$ cat src/rtl/fb_slave_tx_framer_pkg.sv
// Shared types and constants for the FreeDM slave transmit framer.
// State encoding, fixed nibble values and CRC-8 parameters.
package fb_tx_pkg;

   typedef enum logic [2:0] {
      ST_IDLE,
      ST_PREAMBLE,
      ST_SOC,
      ST_DATA_LO,
      ST_DATA_HI,
      ST_CRC,
      ST_GAP
   } tx_state_e;

   localparam logic [3:0] PREAMBLE_NIB = 4'h5;
   localparam logic [3:0] SOC_NIB      = 4'hD;
   localparam logic [7:0] CRC8_POLY    = 8'h07;
   localparam logic [7:0] CRC8_INIT    = 8'h00;

endpackage

$ cat src/rtl/fb_slave_tx_framer_if.sv
// Transmit-side bundle: start/abort control, TX RAM read port and PHY nibble pins.
// master = frame requester / RAM / PHY side, slave = the framer.
interface fb_slave_tx_framer_if;
   logic        TxStart;
   logic        TxAbort;
   logic [7:0]  TxByteCnt;
   logic [7:0]  TxRamData;
   logic        TxRamRd;
   logic [7:0]  TxRamAddr;
   logic [3:0]  MTxD;
   logic        MTxEn;
   logic        TxBusy;
   logic        TxDone;
   logic        TxAborted;
   logic [15:0] TotalNibCnt;

   modport master (
      output TxStart, TxAbort, TxByteCnt, TxRamData,
      input  TxRamRd, TxRamAddr, MTxD, MTxEn, TxBusy, TxDone, TxAborted, TotalNibCnt
   );

   modport slave (
      input  TxStart, TxAbort, TxByteCnt, TxRamData,
      output TxRamRd, TxRamAddr, MTxD, MTxEn, TxBusy, TxDone, TxAborted, TotalNibCnt
   );
endinterface

$ cat src/rtl/fb_slave_tx_framer_crc8_nib.sv
// Combinational CRC-8 step over one nibble, MSB first.
module fb_crc8_nib
   import fb_tx_pkg::*;
(
   input  logic [7:0] crc_in,
   input  logic [3:0] nib_in,
   output logic [7:0] crc_out
);
   logic [7:0] crc_w;

   always_comb begin
      crc_w = crc_in;
      for (int i = 3; i >= 0; i--) begin
         if (crc_w[7] ^ nib_in[i]) crc_w = {crc_w[6:0], 1'b0} ^ CRC8_POLY;
         else                      crc_w = {crc_w[6:0], 1'b0};
      end
      crc_out = crc_w;
   end
endmodule

$ cat src/rtl/fb_slave_tx_framer.sv
// FreeDM slave transmit framer: preamble, SoC, RAM data nibbles, CRC-8, then gap.
// state        | meaning
// ST_IDLE      | waiting for TxStart
// ST_PREAMBLE  | sending 0x5 nibbles, last one issues the first RAM read
// ST_SOC       | sending 0xD, first data byte captured at the end
// ST_DATA_LO   | low nibble of held byte, prefetch of next byte
// ST_DATA_HI   | high nibble of held byte, next byte captured
// ST_CRC       | two CRC nibbles, high first
// ST_GAP       | inter-frame idle, still busy
module fb_slave_tx_framer
   import fb_tx_pkg::*;
#(
   parameter int unsigned PREAMBLE_NIBS = 7,
   parameter int unsigned IFG_NIBS      = 4
)(
   input  logic                 MTxClk,
   input  logic                 Reset,
   fb_slave_tx_framer_if.slave  bus
);
   localparam logic [3:0] PRE_LAST = 4'(PREAMBLE_NIBS - 1);
   localparam logic [3:0] IFG_LAST = 4'(IFG_NIBS - 1);

   tx_state_e   state_q, state_d;
   logic [3:0]  cnt_q, cnt_d;
   logic [7:0]  bytes_q, bytes_d;
   logic [7:0]  held_q, held_d;
   logic [7:0]  crc_q, crc_d;
   logic        ram_rd_q, ram_rd_d;
   logic [7:0]  ram_addr_q, ram_addr_d;
   logic [3:0]  mtxd_q, mtxd_d;
   logic        mtxen_q, mtxen_d;
   logic        busy_q, busy_d;
   logic        done_q, done_d;
   logic        aborted_q, aborted_d;
   logic [15:0] tot_q, tot_d;
   logic [3:0]  crc_nib;
   logic [7:0]  crc_nxt;

   // Data nibble about to go out: a fresh byte's low half comes straight from the RAM bus.
   assign crc_nib = (state_q == ST_DATA_LO) ? held_q[7:4] : bus.TxRamData[3:0];

   fb_crc8_nib u_crc (
      .crc_in  (crc_q),
      .nib_in  (crc_nib),
      .crc_out (crc_nxt)
   );

   always_comb begin
      state_d    = state_q;
      cnt_d      = cnt_q;
      bytes_d    = bytes_q;
      held_d     = held_q;
      crc_d      = crc_q;
      ram_rd_d   = 1'b0;
      ram_addr_d = ram_addr_q;
      mtxd_d     = mtxd_q;
      mtxen_d    = mtxen_q;
      busy_d     = busy_q;
      done_d     = 1'b0;
      aborted_d  = 1'b0;
      tot_d      = (mtxen_q && tot_q != 16'hFFFF) ? tot_q + 16'd1 : tot_q;

      case (state_q)
         ST_IDLE: begin
            if (bus.TxStart) begin
               state_d    = ST_PREAMBLE;
               cnt_d      = PRE_LAST;
               bytes_d    = bus.TxByteCnt;
               ram_addr_d = 8'd0;
               tot_d      = 16'd0;
               crc_d      = CRC8_INIT;
               mtxd_d     = PREAMBLE_NIB;
               mtxen_d    = 1'b1;
               busy_d     = 1'b1;
            end
         end
         ST_PREAMBLE: begin
            if (cnt_q == 4'd0) begin
               state_d = ST_SOC;
               mtxd_d  = SOC_NIB;
            end else begin
               cnt_d = cnt_q - 4'd1;
            end
         end
         ST_SOC: begin
            held_d = bus.TxRamData;
            if (bytes_q != 8'd0) begin
               state_d = ST_DATA_LO;
               mtxd_d  = bus.TxRamData[3:0];
               crc_d   = crc_nxt;
               if (bytes_q > 8'd1) begin
                  ram_rd_d   = 1'b1;
                  ram_addr_d = ram_addr_q + 8'd1;
               end
            end else begin
               state_d = ST_CRC;
               mtxd_d  = crc_q[7:4];
               cnt_d   = 4'd0;
            end
         end
         ST_DATA_LO: begin
            state_d = ST_DATA_HI;
            mtxd_d  = held_q[7:4];
            crc_d   = crc_nxt;
         end
         ST_DATA_HI: begin
            held_d  = bus.TxRamData;
            bytes_d = bytes_q - 8'd1;
            if (bytes_q != 8'd1) begin
               state_d = ST_DATA_LO;
               mtxd_d  = bus.TxRamData[3:0];
               crc_d   = crc_nxt;
               if (bytes_q > 8'd2) begin
                  ram_rd_d   = 1'b1;
                  ram_addr_d = ram_addr_q + 8'd1;
               end
            end else begin
               state_d = ST_CRC;
               mtxd_d  = crc_q[7:4];
               cnt_d   = 4'd0;
            end
         end
         ST_CRC: begin
            if (cnt_q == 4'd0) begin
               cnt_d  = 4'd1;
               mtxd_d = crc_q[3:0];
               done_d = 1'b1;
            end else begin
               state_d = ST_GAP;
               mtxd_d  = 4'd0;
               mtxen_d = 1'b0;
               cnt_d   = IFG_LAST;
            end
         end
         ST_GAP: begin
            if (cnt_q == 4'd0) begin
               state_d = ST_IDLE;
               busy_d  = 1'b0;
            end else begin
               cnt_d = cnt_q - 4'd1;
            end
         end
         default: state_d = ST_IDLE;
      endcase

      // First byte is fetched during the last preamble nibble so SoC can capture it.
      if (state_d == ST_PREAMBLE && cnt_d == 4'd0 && bytes_d != 8'd0)
         ram_rd_d = 1'b1;

      if (bus.TxAbort && (state_q inside {ST_PREAMBLE, ST_SOC, ST_DATA_LO, ST_DATA_HI, ST_CRC})) begin
         state_d   = ST_GAP;
         cnt_d     = IFG_LAST;
         mtxd_d    = 4'd0;
         mtxen_d   = 1'b0;
         ram_rd_d  = 1'b0;
         done_d    = 1'b0;
         aborted_d = 1'b1;
      end
   end

   always_ff @(posedge MTxClk) begin
      if (!Reset) begin
         state_q    <= ST_IDLE;
         cnt_q      <= 4'd0;
         bytes_q    <= 8'd0;
         held_q     <= 8'd0;
         crc_q      <= CRC8_INIT;
         ram_rd_q   <= 1'b0;
         ram_addr_q <= 8'd0;
         mtxd_q     <= 4'd0;
         mtxen_q    <= 1'b0;
         busy_q     <= 1'b0;
         done_q     <= 1'b0;
         aborted_q  <= 1'b0;
         tot_q      <= 16'd0;
      end else begin
         state_q    <= state_d;
         cnt_q      <= cnt_d;
         bytes_q    <= bytes_d;
         held_q     <= held_d;
         crc_q      <= crc_d;
         ram_rd_q   <= ram_rd_d;
         ram_addr_q <= ram_addr_d;
         mtxd_q     <= mtxd_d;
         mtxen_q    <= mtxen_d;
         busy_q     <= busy_d;
         done_q     <= done_d;
         aborted_q  <= aborted_d;
         tot_q      <= tot_d;
      end
   end

   assign bus.TxRamRd     = ram_rd_q;
   assign bus.TxRamAddr   = ram_addr_q;
   assign bus.MTxD        = mtxd_q;
   assign bus.MTxEn       = mtxen_q;
   assign bus.TxBusy      = busy_q;
   assign bus.TxDone      = done_q;
   assign bus.TxAborted   = aborted_q;
   assign bus.TotalNibCnt = tot_q;
endmodule

$ cat src/flat_wrapper.sv
// flat-port wrapper written by rule: the top's interface ports become plain ports
module fb_slave_tx_framer_flat import fb_tx_pkg::*;
#(
   parameter int unsigned PREAMBLE_NIBS = 7,
   parameter int unsigned IFG_NIBS      = 4
)
  (MTxClk, Reset, bus_TxStart, bus_TxAbort, bus_TxByteCnt, bus_TxRamData, bus_TxRamRd, bus_TxRamAddr, bus_MTxD, bus_MTxEn, bus_TxBusy, bus_TxDone, bus_TxAborted, bus_TotalNibCnt);
  fb_slave_tx_framer_if bus_i ();
  input  logic MTxClk;
  input  logic Reset;
  input wire logic [$bits(bus_i.TxStart)-1:0] bus_TxStart;
  input wire logic [$bits(bus_i.TxAbort)-1:0] bus_TxAbort;
  input wire logic [$bits(bus_i.TxByteCnt)-1:0] bus_TxByteCnt;
  input wire logic [$bits(bus_i.TxRamData)-1:0] bus_TxRamData;
  output wire logic [$bits(bus_i.TxRamRd)-1:0] bus_TxRamRd;
  output wire logic [$bits(bus_i.TxRamAddr)-1:0] bus_TxRamAddr;
  output wire logic [$bits(bus_i.MTxD)-1:0] bus_MTxD;
  output wire logic [$bits(bus_i.MTxEn)-1:0] bus_MTxEn;
  output wire logic [$bits(bus_i.TxBusy)-1:0] bus_TxBusy;
  output wire logic [$bits(bus_i.TxDone)-1:0] bus_TxDone;
  output wire logic [$bits(bus_i.TxAborted)-1:0] bus_TxAborted;
  output wire logic [$bits(bus_i.TotalNibCnt)-1:0] bus_TotalNibCnt;
  assign bus_i.TxStart = bus_TxStart;
  assign bus_i.TxAbort = bus_TxAbort;
  assign bus_i.TxByteCnt = bus_TxByteCnt;
  assign bus_i.TxRamData = bus_TxRamData;
  assign bus_TxRamRd = bus_i.TxRamRd;
  assign bus_TxRamAddr = bus_i.TxRamAddr;
  assign bus_MTxD = bus_i.MTxD;
  assign bus_MTxEn = bus_i.MTxEn;
  assign bus_TxBusy = bus_i.TxBusy;
  assign bus_TxDone = bus_i.TxDone;
  assign bus_TxAborted = bus_i.TxAborted;
  assign bus_TotalNibCnt = bus_i.TotalNibCnt;
  fb_slave_tx_framer #(.PREAMBLE_NIBS(PREAMBLE_NIBS), .IFG_NIBS(IFG_NIBS)) u_core (.MTxClk(MTxClk), .Reset(Reset), .bus(bus_i));
endmodule
$ cat config.mk
export PLATFORM = sky130hd
export DESIGN_NAME = fb_slave_tx_framer_flat
export DESIGN_NICKNAME = d
export VERILOG_FILES = /design/src/rtl/fb_slave_tx_framer_pkg.sv /design/src/rtl/fb_slave_tx_framer_if.sv /design/src/rtl/fb_slave_tx_framer_crc8_nib.sv /design/src/rtl/fb_slave_tx_framer.sv /design/src/flat_wrapper.sv
export SDC_FILE = /design/constraint.sdc
export NUM_CORES = 1
export LEC_CHECK = 0
export CAP_MARGIN = 20
export CORE_MARGIN = 1
export CORE_UTILIZATION = 50
export CTS_BUF_LIST = sky130_fd_sc_hd__clkbuf_8 sky130_fd_sc_hd__clkbuf_16
export CTS_CLUSTER_DIAMETER = 30
export DETAILED_ROUTE_END_ITERATION = 6
export DONT_BUFFER_PORTS = 1
export GPL_ROUTABILITY_DRIVEN = 0
export PLACE_DENSITY_LB_ADDON = 0.08
export SLEW_MARGIN = 0
export SYNTH_ARGS = -nofsm -noshare
export SYNTH_HDL_FRONTEND = slang
export SYNTH_SLANG_ARGS = --single-unit
$ cat constraint.sdc
create_clock -name MTxClk -period 4.13 [get_ports MTxClk]
set_clock_uncertainty 0.15 [all_clocks]
set_input_delay 0.6195 -clock MTxClk [delete_from_list [all_inputs] [get_ports MTxClk]]
set_output_delay 0.6195 -clock MTxClk [all_outputs]
set_load 0.005 [all_outputs]
# After elaboration in Yosys (flattened, before gate mapping)
# Index checks and enable logic that the tools add are counted.
[totals]
output_inout_bits = 33
input_bits = 20
memories = 0
rom_bits = 0
latchBits = 0
register_bits = 64
wordCells = 125
ramBits = 0
[op_classes]
add_sub_neg = 4
n_mux = 53
shift = 0
n_bitwise = 10
order_cmp = 2
multipliers = 0
eq_ne = 17
reduce_logical = 24
n_div = 0
[op_table]
columns = ["op", "n"]
rows = [
  ["2-to-1 mux 8 bit", 8],
  ["2-to-1 mux 16 bit", 3],
  ["2-to-1 mux 4 bit", 10],
  ["2-to-1 mux 3 bit", 11],
  ["one-hot mux 8 bit (4 select lines)", 1],
  ["one-hot mux 4 bit (6 select lines)", 1],
  ["one-hot mux 8 bit (3 select lines)", 1],
  ["one-hot mux 3 bit (7 select lines)", 1],
  ["one-hot mux 4 bit (5 select lines)", 1],
  ["adder 16 x 1 -> 16 bit, second input constant", 1],
  ["!= test 16 bit, second input constant", 1],
  ["one-hot mux 8 bit (2 select lines)", 1],
  ["nonzero test 8 bit", 2],
  ["!= test 2 x 1 -> 1 bit, second input constant", 6],
  ["inverter 3 bit", 4],
  ["2-to-1 mux 1 bit", 10],
  ["== test 3 bit, second input constant", 3],
  ["AND reduction 3 bit", 3],
  ["adder 8 x 1 -> 8 bit, second input constant", 1],
  ["greater-than comparator 8 x 1 -> 1 bit, second input constant", 1],
  ["greater-than comparator 8 x 2 -> 1 bit, second input constant", 1],
  ["zero test 4 bit", 2],
  ["!= test 8 x 1 -> 1 bit, second input constant", 1],
  ["subtractor 8 x 1 -> 8 bit, second input constant", 1],
  ["other kinds (19)", 35],
]

# Depth between registers and ports, before layout
[depth]
ltp_word = 12
depth_mapped = 9
depth_no_buf = 8

# Cells and area by module
# Synthesis repeated with hierarchy kept, for this count alone.
[hier_totals]
cells_unflattened = 427
area_unflattened_um2 = 3578.4
[by_module_without_submodules]
columns = ["module", "instances", "seq_area_each_um2", "cells_per_inst", "area_per_inst_um2"]
rows = [
  ["fb_slave_tx_framer", 1, 1201.2, 415, 3415.8],
  ["fb_crc8_nib", 1, 0.0, 12, 162.7],
]

# Worst setup path before layout
# Ideal clock, no wire load.
[synth_timing]
kind = "register to register"
start = "reg u_core.bytes_q[0]"
end = "reg u_core.ram_addr_q[2], in the netlist u_core.bus.TxRamAddr[2]"
synth_period_minus_slack_ns = 2.301
n_path_buf = 0
arrival_ns = 2.081
setup_ns = 0.070
path_stages_with_launch = 9
path_slack_ns = 1.829
required_ns = 3.910
cell_sequence = "dfxtp_1 > inv_1 > ha_1 > or3_1 > a22oi_1 > o2111ai_1 > nand2b_1 > or3b_1 > a21oi_1"
[synth_via]
elab_chain_cells = 3
elab_cells_between_ends = 9
cone_classes = "order compare: 2; eq/ne: 5; reduce/logical: 2"
[synth_rtl]
columns = ["item", "line", "source"]
rows = [
  ["from (decl)", "fb_slave_tx_framer.sv:25", "logic [7:0] bytes_q, bytes_d;"],
  ["from (signal assigned)", "fb_slave_tx_framer.sv:179", "bytes_q <= bytes_d;"],
  ["greater-than comparator 8 x 1 -> 1 bit (tied with other cells)", "fb_slave_tx_framer.sv:91", "if (bytes_q > 8'd1) begin"],
  ["!= test 2 x 1 -> 1 bit (no source line)", "n/a", ""],
  ["AND reduction 6 bit (no source line) *", "n/a", ""],
  ["to (signal assigned)", "fb_slave_tx_framer.sv:183", "ram_addr_q <= ram_addr_d;"],
  ["to (decl)", "fb_slave_tx_framer.sv:29", "logic [7:0] ram_addr_q, ram_addr_d;"],
]
# Every way passes the cells marked *; elsewhere a longest branch is shown, timed or not.
# A chain may end at the register's enable or synchronous reset.

# Final worst setup path
[layout_timing]
start = "reg u_core.state_q[2]"
end = "reg u_core.ram_addr_q[4], in the netlist u_core.bus.TxRamAddr[4]"
[layout_via]
elab_chain_cells = 3
elab_cells_between_ends = 11
cone_classes = "eq/ne: 7; mux: 1; reduce/logical: 3"
[layout_rtl]
columns = ["item", "line", "source"]
rows = [
  ["from (decl)", "fb_slave_tx_framer.sv:23", "tx_state_e state_q, state_d;"],
  ["from (signal assigned)", "fb_slave_tx_framer.sv:177", "state_q <= state_d;"],
  ["== test 3 x 2 -> 1 bit (tied with other cells)", "fb_slave_tx_framer.sv:63", "case (state_q)"],
  ["!= test 2 x 1 -> 1 bit (no source line) (tied with other cells)", "n/a", ""],
  ["AND reduction 6 bit (no source line)", "n/a", ""],
]
# Parallel ways exist; a longest one is shown, timed or not.

==> results.md <==
* Total CTS buffers at 9
* Initial DRC Count at 230
* # IOs at 53
* Most frequent cells in the layout: nor2_1, dfxtp_1, nand2_1, a21oi_1, xor2_1
* Hold Crit Class: in2reg
* CTS tree: done
* Fin Setup TNS at 0 ps
* Post-synth EDFFs at 0
* Worst path required time at 4170 ps
* H-tree depth at 3
* FP Rows at 30
* R2R cell count at 6
* Drt wl/cell at 16.3 microns
* Leading area contributor after synthesis: dfxtp_1
* Total wire length at 8520 microns
* Peak supply drop at 0.000404 V
* MaxCap Viol Count at 0
* Hold Vio Cnt, Final at 0
* Mapped cell area at 3520 sq um
* Clock Latency Late Sink at 350 ps
* Seq cells post-synth at 60
* Initial Util at 51.8%
* RSZ-0062 raised after global routing: no
* CP Max Fanout at 21
* DP HPWL at 6140 microns
* CTS root buf: clkbuf_8
* Pin count of the biggest net entering global routing at 31
* Filler cells at about 660
* Post-route insts no fill at 522
* Share of cells above drive strength 1 at 7.28%
* CTS Hold Bufs at 0
* Syn nets at 457
* Total gr overflow at 0
* Core box area at 6790 sq um
* Status: finished clean
* Syn avg cell area at 8.20 sq um
* Reg clk slew, reported paths at 70 ps
* Yosys warns at 0
* Tcrit/Tclk final at 71.0%
* Tmin final at 2930 ps
* Die Height at 85.9 microns
* Global-route usage over all layers at 23.9%
* Post-synthesis sequential area ratio at 34.2%
* Syn Inst Count at 429
* ANT nets after route at 0
* Top cells by area, synth: dfxtp_1, nor2_1, a21oi_1, xor2_1, nand2_1
* Path type of the worst setup path: reg2reg
* Relative slew margins at around 33%
* Max-slew violation count at 0
* Final Hold Slack at 246 ps
* Vias/cell at between 6 and 7
* Most used DFF post-synth: dfxtp_1
* Die W at 85.9 microns
* Power per Cell Area at 774 nW/um^2
* PortBufs at 0
* First drt pass iteration count at 5
* CP Launch Type: register
* Post-CTS Resized at 0
* Via count at 3,173
* Worst slew pin tran at between 900 and 1000 ps
* Distinct cells, synth at 70
* Worst hold path cell count at 1
* Leakage at 1.42 nW
* First-pass GRT wire length at 13,900 microns
* Die area at 7370 sq um
* DRC viols at 0
* ANT cells at 0
* Nets@finish at 449
* TritonCTS Sinks at 60
* Setup bufs post-CTS at 0
* Post-synth top area share at 34.2%
* Setup Viol. Count Final at 0
* Clock Tree Buf Depth at 2
* Worst R2R Setup Slack at 1200 ps
* P&R area growth vs syn at 7.72%
* Asr flop ratio synth at 0%
* FMAX at 0.341 GHz
* CP arrival at 2970 ps
* Initial antenna violation count at 0
* Cell Count Post-Placement at 506
* Vias in the first global route at 2,894
* Most common cell after layout, fill and taps aside: nor2_1
* Endpoint type of the worst setup path: register
[kinds of logic after synthesis]
logic type               after synthesis  synth area share (%)
AND/OR/NAND/NOR                      187                  29.0
AO/OA/AOI/OAI                        111                  21.8
flip-flops                            60                  34.2
buffers and inverters                 32                  4.23
XOR/XNOR                              25                  6.23
adder cells (fa/ha/maj)                9                  3.13
multiplexers                           5                  1.42
[power breakdown]
group | internal (W) | leakage (nW) | total [W] | switching (W)
sequential | 0.000708 | 0.489 | 0.000911 | 0.000203
clock | 0.000399 | 0.125 | 0.000642 | 0.000243
combinational | 0.000546 | 0.810 | 0.00138 | 0.000833
total | 0.00165 | 1.42 | 0.00293 | 0.00128
[registers in the layout, indices dropped and copies added (netlist names)]
| signal | count |
|---|---|
| u_core.bus.MTxEn | 1 |
| u_core.bus.TxRamAddr | 8 |
| u_core.bus.TxDone | 1 |
| u_core.bus.TxRamRd | 1 |
| u_core.bus.TxBusy | 1 |
| u_core.bus.TotalNibCnt | 16 |
| u_core.bus.TxAborted | 1 |
| u_core.held_q | 4 |
| u_core.state_q | 3 |
| u_core.bytes_q | 8 |
| u_core.cnt_q | 4 |
| u_core.bus.MTxD | 4 |
| u_core.crc_q | 8 |
[Yosys cell counts (4+ instances only)]
| master | count |
|---|---|
| xor2_1 | 15 |
| or3b_1 | 8 |
| or3_1 | 9 |
| a211oi_1 | 4 |
| ha_1 | 8 |
| nor3_1 | 8 |
| inv_1 | 9 |
| and4_1 | 5 |
| a21oi_1 | 30 |
| a22oi_1 | 7 |
| o21a_1 | 5 |
| xnor2_1 | 10 |
| buf_4 | 4 |
| o21ai_0 | 14 |
| dfxtp_1 | 60 |
| mux2i_1 | 5 |
| nor2_1 | 65 |
| nand2b_1 | 6 |
| nand2_1 | 31 |
| nand4_1 | 6 |
| nand3_1 | 12 |
| a31oi_1 | 7 |
| buf_2 | 5 |
| a22o_1 | 4 |
| nor3b_1 | 6 |
| clkbuf_1 | 12 |
| and3_1 | 7 |
[critical path, cell delays in order (launching register included)]
cell and delay, ps:
dfxtp_1 760, nor3b_2 520, a22oi_1 130, o2111ai_1 610, nand2b_1 370, or3b_1 170, a21oi_1 60
[layout make-up]
class,instances,area [sq um],share of cell area (%)
multi-input combinational,337,2170,57.2
sequential,60,1200,31.7
clock buffer,9,124,3.27
tap,96,120,3.17
clock inverter,7,116,3.07
inverter,10,37.5,0.991
timing repair buffer,3,22.5,0.594
[metal layers]
| metal | up-vias | track usage, % | routed length (microns) |
|---|---|---|---|
| met1 | 1506 | 30.4 | 3810 |
| met4 | 0 | 8.79 | 131 |
| met5 | - | 0 | 0 |
| met3 | 17 | 6.45 | 490 |
| met2 | 89 | 38.9 | 4090 |
| li1 | 1561 | - | - |
[metrics by stage]
step	power [W]	setup WS [ps]	util, %	cell area [sq um]
finish	0.00293	1200	55.8	3790
global route	0.00314	859	55.8	3790
CTS	0.00293	1180	55.8	3790
detailed placement	0.00229	1200	52.2	3550
global placement	0.00227	1240	52.2	3550
floorplan	0.00200	1830	-	3520
[final timing paths]
check,from,to
hold / removal,Reset,u_core.state_q[1]
setup reg to reg,u_core.state_q[2],u_core.bus.TxRamAddr[4]
setup / recovery,u_core.state_q[2],u_core.bus.TxRamAddr[4]
hold reg to reg,u_core.held_q[6],u_core.held_q[6]
No activity file was read; power rests on OpenSTA's default activity.
